**config.mk**
```make
export PLATFORM = sky130hd
export DESIGN_NAME = mcycle_param
export DESIGN_NICKNAME = d
export VERILOG_FILES = /design/src/rtl/mcycle_param.sv
export SDC_FILE = /design/constraint.sdc
export NUM_CORES = 1
export LEC_CHECK = 0
export BUFFER_PORTS_ARGS = -buffer_cell sky130_fd_sc_hd__buf_2
export CAP_MARGIN = 25
export CORE_ASPECT_RATIO = 1.25
export CORE_UTILIZATION = 60
export DETAILED_ROUTE_END_ITERATION = 12
export GPL_TIMING_DRIVEN = 0
export PLACE_DENSITY = 0.86
export SETUP_SLACK_MARGIN = 0.2
export SYNTH_ARGS = -nofsm -noshare
export SYNTH_HDL_FRONTEND = slang
export SYNTH_SLANG_ARGS = --single-unit
```
**constraint.sdc**
```tcl
create_clock -name CLK -period 6.69 [get_ports CLK]
set_input_delay 1.338 -clock CLK [delete_from_list [all_inputs] [get_ports CLK]]
set_output_delay 1.338 -clock CLK [all_outputs]
set_load 0.05 [all_outputs]
```
**src/rtl/mcycle_param.sv**
```systemverilog
// mcycle_param: multi-cycle signed/unsigned shift-add multiplier and restoring divider.
// Optional build macro MCYCLE_EARLY_TERM_EN: multiplies stop once no multiplier bits remain.
module mcycle_param #(
   parameter int WIDTH = 32
) (
   input  logic             CLK,
   input  logic             RESET,
   input  logic             Start,
   input  logic [1:0]       MCycleOp,
   input  logic [WIDTH-1:0] Operand1,
   input  logic [WIDTH-1:0] Operand2,
   output logic [WIDTH-1:0] Result1,
   output logic [WIDTH-1:0] Result2,
   output logic             Busy,
   output logic             Done,
   output logic             DivByZero
);

   localparam int CNT_W = $clog2(WIDTH) + 1;

   typedef enum logic [1:0] {
      IDLE    = 2'd0,
      COMPUTE = 2'd1,
      DONE    = 2'd2
   } state_t;

   state_t state_q, state_d;

   logic               is_div_q;
   logic               res_neg_q;
   logic               rem_neg_q;
   logic               divz_q;
   logic [WIDTH-1:0]   op1_q;
   logic [CNT_W-1:0]   cnt_q;

   logic [2*WIDTH-1:0] prod_q, prod_d;
   logic [2*WIDTH-1:0] mcand_q;
   logic [WIDTH-1:0]   mplier_q;

   logic [WIDTH-1:0]   rem_q, rem_d;
   logic [WIDTH-1:0]   quo_q, quo_d;
   logic [WIDTH-1:0]   dvsr_q;

   logic [WIDTH-1:0]   res1_q, res2_q;
   logic               dbz_q;

   logic               start_go;
   logic               last_step;
   logic               in_signed;
   logic               in_neg1, in_neg2;
   logic [WIDTH-1:0]   in_mag1, in_mag2;

   logic [WIDTH:0]     div_shift;
   logic [WIDTH:0]     div_trial;
   logic               div_fits;

   logic [2*WIDTH-1:0] prod_fin;
   logic [WIDTH-1:0]   quo_fin, rem_fin;

   assign start_go = (state_q == IDLE) && Start;

   // The most-negative value negates to itself, which read unsigned is exactly 2^(WIDTH-1).
   always_comb begin
      in_signed = ~MCycleOp[0];
      in_neg1   = in_signed & Operand1[WIDTH-1];
      in_neg2   = in_signed & Operand2[WIDTH-1];
      in_mag1   = in_neg1 ? -Operand1 : Operand1;
      in_mag2   = in_neg2 ? -Operand2 : Operand2;
   end

   always_comb begin
      prod_d    = prod_q + (mplier_q[0] ? mcand_q : '0);
      div_shift = {rem_q, quo_q[WIDTH-1]};
      div_trial = div_shift - {1'b0, dvsr_q};
      div_fits  = ~div_trial[WIDTH];
      rem_d     = div_fits ? div_trial[WIDTH-1:0] : div_shift[WIDTH-1:0];
      quo_d     = {quo_q[WIDTH-2:0], div_fits};
      prod_fin  = res_neg_q ? -prod_d : prod_d;
      quo_fin   = res_neg_q ? -quo_d : quo_d;
      rem_fin   = rem_neg_q ? -rem_d : rem_d;
   end

   always_comb begin
      last_step = 1'b0;
      if (divz_q) begin
         last_step = 1'b1;
      end else if (is_div_q) begin
         last_step = (cnt_q == CNT_W'(WIDTH - 1));
      end else begin
`ifdef MCYCLE_EARLY_TERM_EN
         last_step = ((mplier_q >> 1) == '0);
`else
         last_step = (cnt_q == CNT_W'(WIDTH - 1));
`endif
      end
   end

   always_ff @(posedge CLK or negedge RESET) begin
      if (!RESET) begin
         state_q <= IDLE;
      end else begin
         state_q <= state_d;
      end
   end

   always_comb begin
      state_d = state_q;
      unique case (state_q)
         IDLE:    if (Start) state_d = COMPUTE;
         COMPUTE: if (last_step) state_d = DONE;
         DONE:    state_d = IDLE;
         default: state_d = IDLE;
      endcase
   end

   always_comb begin
      Busy = 1'b0;
      Done = 1'b0;
      unique case (state_q)
         COMPUTE: Busy = 1'b1;
         DONE:    Done = 1'b1;
         default: ;
      endcase
   end

   always_ff @(posedge CLK or negedge RESET) begin
      if (!RESET) begin
         is_div_q  <= 1'b0;
         res_neg_q <= 1'b0;
         rem_neg_q <= 1'b0;
         divz_q    <= 1'b0;
         op1_q     <= '0;
         cnt_q     <= '0;
         prod_q    <= '0;
         mcand_q   <= '0;
         mplier_q  <= '0;
         rem_q     <= '0;
         quo_q     <= '0;
         dvsr_q    <= '0;
         res1_q    <= '0;
         res2_q    <= '0;
         dbz_q     <= 1'b0;
      end else if (start_go) begin
         is_div_q  <= MCycleOp[1];
         res_neg_q <= in_neg1 ^ in_neg2;
         rem_neg_q <= in_neg1;
         divz_q    <= MCycleOp[1] && (Operand2 == '0);
         op1_q     <= Operand1;
         cnt_q     <= '0;
         prod_q    <= '0;
         mcand_q   <= {{WIDTH{1'b0}}, in_mag1};
         mplier_q  <= in_mag2;
         rem_q     <= '0;
         quo_q     <= in_mag1;
         dvsr_q    <= in_mag2;
         dbz_q     <= 1'b0;
      end else if (state_q == COMPUTE) begin
         cnt_q <= cnt_q + CNT_W'(1);
         if (is_div_q) begin
            rem_q <= rem_d;
            quo_q <= quo_d;
         end else begin
            prod_q   <= prod_d;
            mcand_q  <= mcand_q << 1;
            mplier_q <= mplier_q >> 1;
         end
         if (last_step) begin
            if (divz_q) begin
               res1_q <= '1;
               res2_q <= op1_q;
               dbz_q  <= 1'b1;
            end else if (is_div_q) begin
               res1_q <= quo_fin;
               res2_q <= rem_fin;
            end else begin
               res1_q <= prod_fin[WIDTH-1:0];
               res2_q <= prod_fin[2*WIDTH-1:WIDTH];
            end
         end
      end
   end

   assign Result1   = res1_q;
   assign Result2   = res2_q;
   assign DivByZero = dbz_q;

endmodule
```
==> qor.txt <==
Skew-Pair Late Insertion Delay: 0.60 ns
Max-slew violation count: 0
Outcome: complete, no violations
Die Ht: 237 um
GRT busiest layer: met2
Final WS setup: 0.141 ns
Syn Std Cell Area: 0.0264 sq mm
Seq cells post-synth: 365
Initial Utilization: 0.610
RR Endpoint: Result2[18]$_DFFE_PN0P_
Arr. time, crit path: 6.99 ns
Yosys warns: 0
Die area: 0.0449 sq mm
Final ANT Viol Nets: 0
CP Class: reg2reg
Reg2Reg Setup Slack: 0.14 ns
Power per cell area: 549 mW/mm^2
Synth cell types: 85
Critical Path Start: mplier_q[0]$_DFFE_PN0P_
Grt met3 use: 0.103
Post-synth EDFFs: 0
Worst-path fanout max: 10
Site Rows: 85
Leakage: 13.1 nW
CTS Buffer Depth: 3
Final nets: 3587
Ys flop type: dfrtp_1
Largest net degree at the start of global routing: 127
Gp weighted congestion: 1.06
Final core occ: 0.680
Place WS: -0.785 ns
Syn_nets: 3400
Min-Delay Path Class: reg2reg
Core Area: 0.0433 sq mm
Initial antenna violation count: 10
Synthesized area per cell: 8.18 sq um
Met2 Usage GRT: 0.675
Total wire length: 98900 um
DRC viols: 0
DP Wirelength: 75100 um
Hold path depth: 1
Io pins: 136
Vias post-DR: 27500
Vias per cell: 6.85
Most common cell after layout, fill and taps aside: nand2_1
Element type at the critical path start: flop
Data required time of the critical path: 7.14 ns
Syn Inst Count: 3228
Fmax: 153 MHz
DR pass1 iterations: 7
Most frequent cells in the layout: 426 x nand2_1, 365 x dfrtp_1, 295 x o21ai_0
Reg-to-Reg Start: mplier_q[0]$_DFFE_PN0P_
Crit. End Element: flop
Setup TNS: 0 ns
Hold WS: 0.474 ns
# setup viols final: 0
TritonCTS clock tree: built
Rel. slew slack: 0.239
Setup repair after global routing missed its margin: false
Max Cap Violations: 0
Critical path capture point: Result2[18]$_DFFE_PN0P_
Layout cells sized above 1: 0.0842
DIE WIDTH: 190 um
Grt ovf: 0
Vias in the first global route: 26200
Met1 usage: 0.501
Sequential share of the synthesized area: 0.346
Clk_skew: 0.0270 ns
Overall Power: 0.0161 W
Final Hold Viols: 0
Area growth, synth to finish: 11.4%
CTS clk-pin slew, worst paths: 0.06 ns
Routed length per instance: 24.6 um
GR Util All Layers: 0.437
Global-route wire length before repair: 150000 um
Least-Margin Pin Slew: 1.14 ns
Max IR drop VDD: 0.000558 V
Clk root buf: clkbuf_16
Fraction of registers with async set/reset: 1.00
Port Buffer Count: 135
Period minus WS final: 6.55 ns
# hold bufs at CTS: 0
CTS Sinks: 365
H-tree depth: 2
Num CTS Buffers: 40
Worst R2R Path Depth: 19
Final Cycle Share: 0.979
Detailed Route Iter0 Violations: 3260
==> logic make-up after synthesis <==
kind of cell | synth area share
AO/OA/AOI/OAI | 0.273
buffers and inverters | 0.0393
multiplexers | 0.0142
XOR/XNOR | 0.0733
adder cells (fa/ha/maj) | 0.0494
flip-flops | 0.346
AND/OR/NAND/NOR | 0.205
==> critical path, stage by stage (launching register included) <==
cell	delay, ns
dfrtp_1	0.34
buf_2	0.35
clkbuf_2	0.36
nand2_1	0.16
inv_1	0.09
ha_1	0.24
a211oi_2	0.33
o21ai_1	0.25
a21o_1	0.32
xnor2_1	0.54
nor3b_1	0.55
and4_1	0.36
nor4b_4	0.34
nand4b_1	0.22
or4b_1	0.56
buf_2	0.20
and2_1	0.19
xnor2_1	0.25
a222oi_1	0.59
o21ai_0	0.15
==> repair_timing <==
item | 4_1_cts | 5_1_grt
gates resized for setup | 10 | 29
pin swaps | 0 | 3
setup endpoints to repair | 25 | 14
buffers inserted | 0 | 2
==> synth_stat cells, types with 18 or more instances <==
| master | number | area share |
|---|---|---|
| inv_1 | 75 | 0.011 |
| a21o_1 | 70 | 0.020 |
| o31ai_1 | 52 | 0.015 |
| o41ai_1 | 18 | 0.0060 |
| nand3_1 | 52 | 0.0099 |
| o21ai_0 | 297 | 0.056 |
| a221o_1 | 68 | 0.026 |
| or2_2 | 20 | 0.0047 |
| dfrtp_1 | 365 | 0.35 |
| nand2_1 | 426 | 0.061 |
| nand2b_1 | 27 | 0.0064 |
| a22o_1 | 73 | 0.024 |
| clkbuf_1 | 164 | 0.023 |
| a21oi_1 | 266 | 0.050 |
| o211ai_1 | 26 | 0.0074 |
| o21a_1 | 27 | 0.0077 |
| nor3_1 | 54 | 0.010 |
| nor4_1 | 29 | 0.0069 |
| nor2_1 | 263 | 0.037 |
| ha_1 | 101 | 0.048 |
| buf_1 | 18 | 0.0026 |
| xor2_1 | 110 | 0.036 |
| or4_1 | 23 | 0.0065 |
| a31oi_1 | 20 | 0.0047 |
| xnor2_1 | 111 | 0.037 |
| mux2i_1 | 34 | 0.013 |
| a211oi_1 | 26 | 0.0074 |
| nand4_1 | 49 | 0.012 |
| and2_1 | 78 | 0.018 |
| or3_1 | 45 | 0.011 |
==> state kept, by name, summed over array words and instances (netlist names), 2 cells and up <==
signal    cells
Result1      32
Result2      32
cnt_q         6
dvsr_q       32
mcand_q      64
mplier_q     32
op1_q        32
prod_q       64
quo_q        32
rem_q        32
state_q       2
==> worst min-delay path by stage <==
stage,startpoint,to,slack (ns)
4_1_cts,op1_q[12]$_DFFE_PN0P_,op1_q[12]$_DFFE_PN0P_,0.48
3_3_place_gp,op1_q[31]$_DFFE_PN0P_,op1_q[31]$_DFFE_PN0P_,0.46
6_report,dvsr_q[15]$_DFFE_PN0P_,dvsr_q[15]$_DFFE_PN0P_,0.47
5_1_grt,dvsr_q[15]$_DFFE_PN0P_,dvsr_q[15]$_DFFE_PN0P_,0.49
3_5_place_dp,op1_q[24]$_DFFE_PN0P_,op1_q[24]$_DFFE_PN0P_,0.47
2_1_floorplan,op1_q[11]$_DFFE_PN0P_,op1_q[11]$_DFFE_PN0P_,0.44
==> per-stage QoR <==
| stage | area (sq um) | cells |
|---|---|---|
| 2_1_floorplan | 26400 | 3228 |
| 3_3_place_gp | 27800 | 3928 |
| 3_5_place_dp | 27900 | 3935 |
| 4_1_cts | 29300 | 4007 |
| 5_1_grt | 29400 | 4012 |
| 6_report | 29400 | 4015 |
==> power breakdown <==
part	switching, W	internal (W)	total, W	leakage, nW
clock	0.00100	0.00132	0.00232	0.664
combinational	0.00678	0.00320	0.00998	7.62
sequential	0.000821	0.00303	0.00385	4.80
total	0.00860	0.00754	0.0161	13.1
==> cell type report <==
| class | count | area (sq um) |
|---|---|---|
| Sequential cell | 365 | 9130 |
| Buffer | 193 | 766 |
| Clock buffer | 53 | 1130 |
| Inverter | 78 | 293 |
| Tap cell | 565 | 707 |
| Fill cell | 3617 | 13900 |
| Antenna cell | 5 | 12.5 |
| Timing Repair Buffer | 145 | 820 |
| Clock inverter | 19 | 213 |
| Multi-Input combinational cell | 2592 | 16400 |
==> per-layer routing <==
metal	wire length, um	vias up
met5	56	-
met4	11000	10
met3	10300	594
met2	43200	1787
met1	34300	12900
li1	-	12200
No activity file was read; power rests on OpenSTA's default activity.
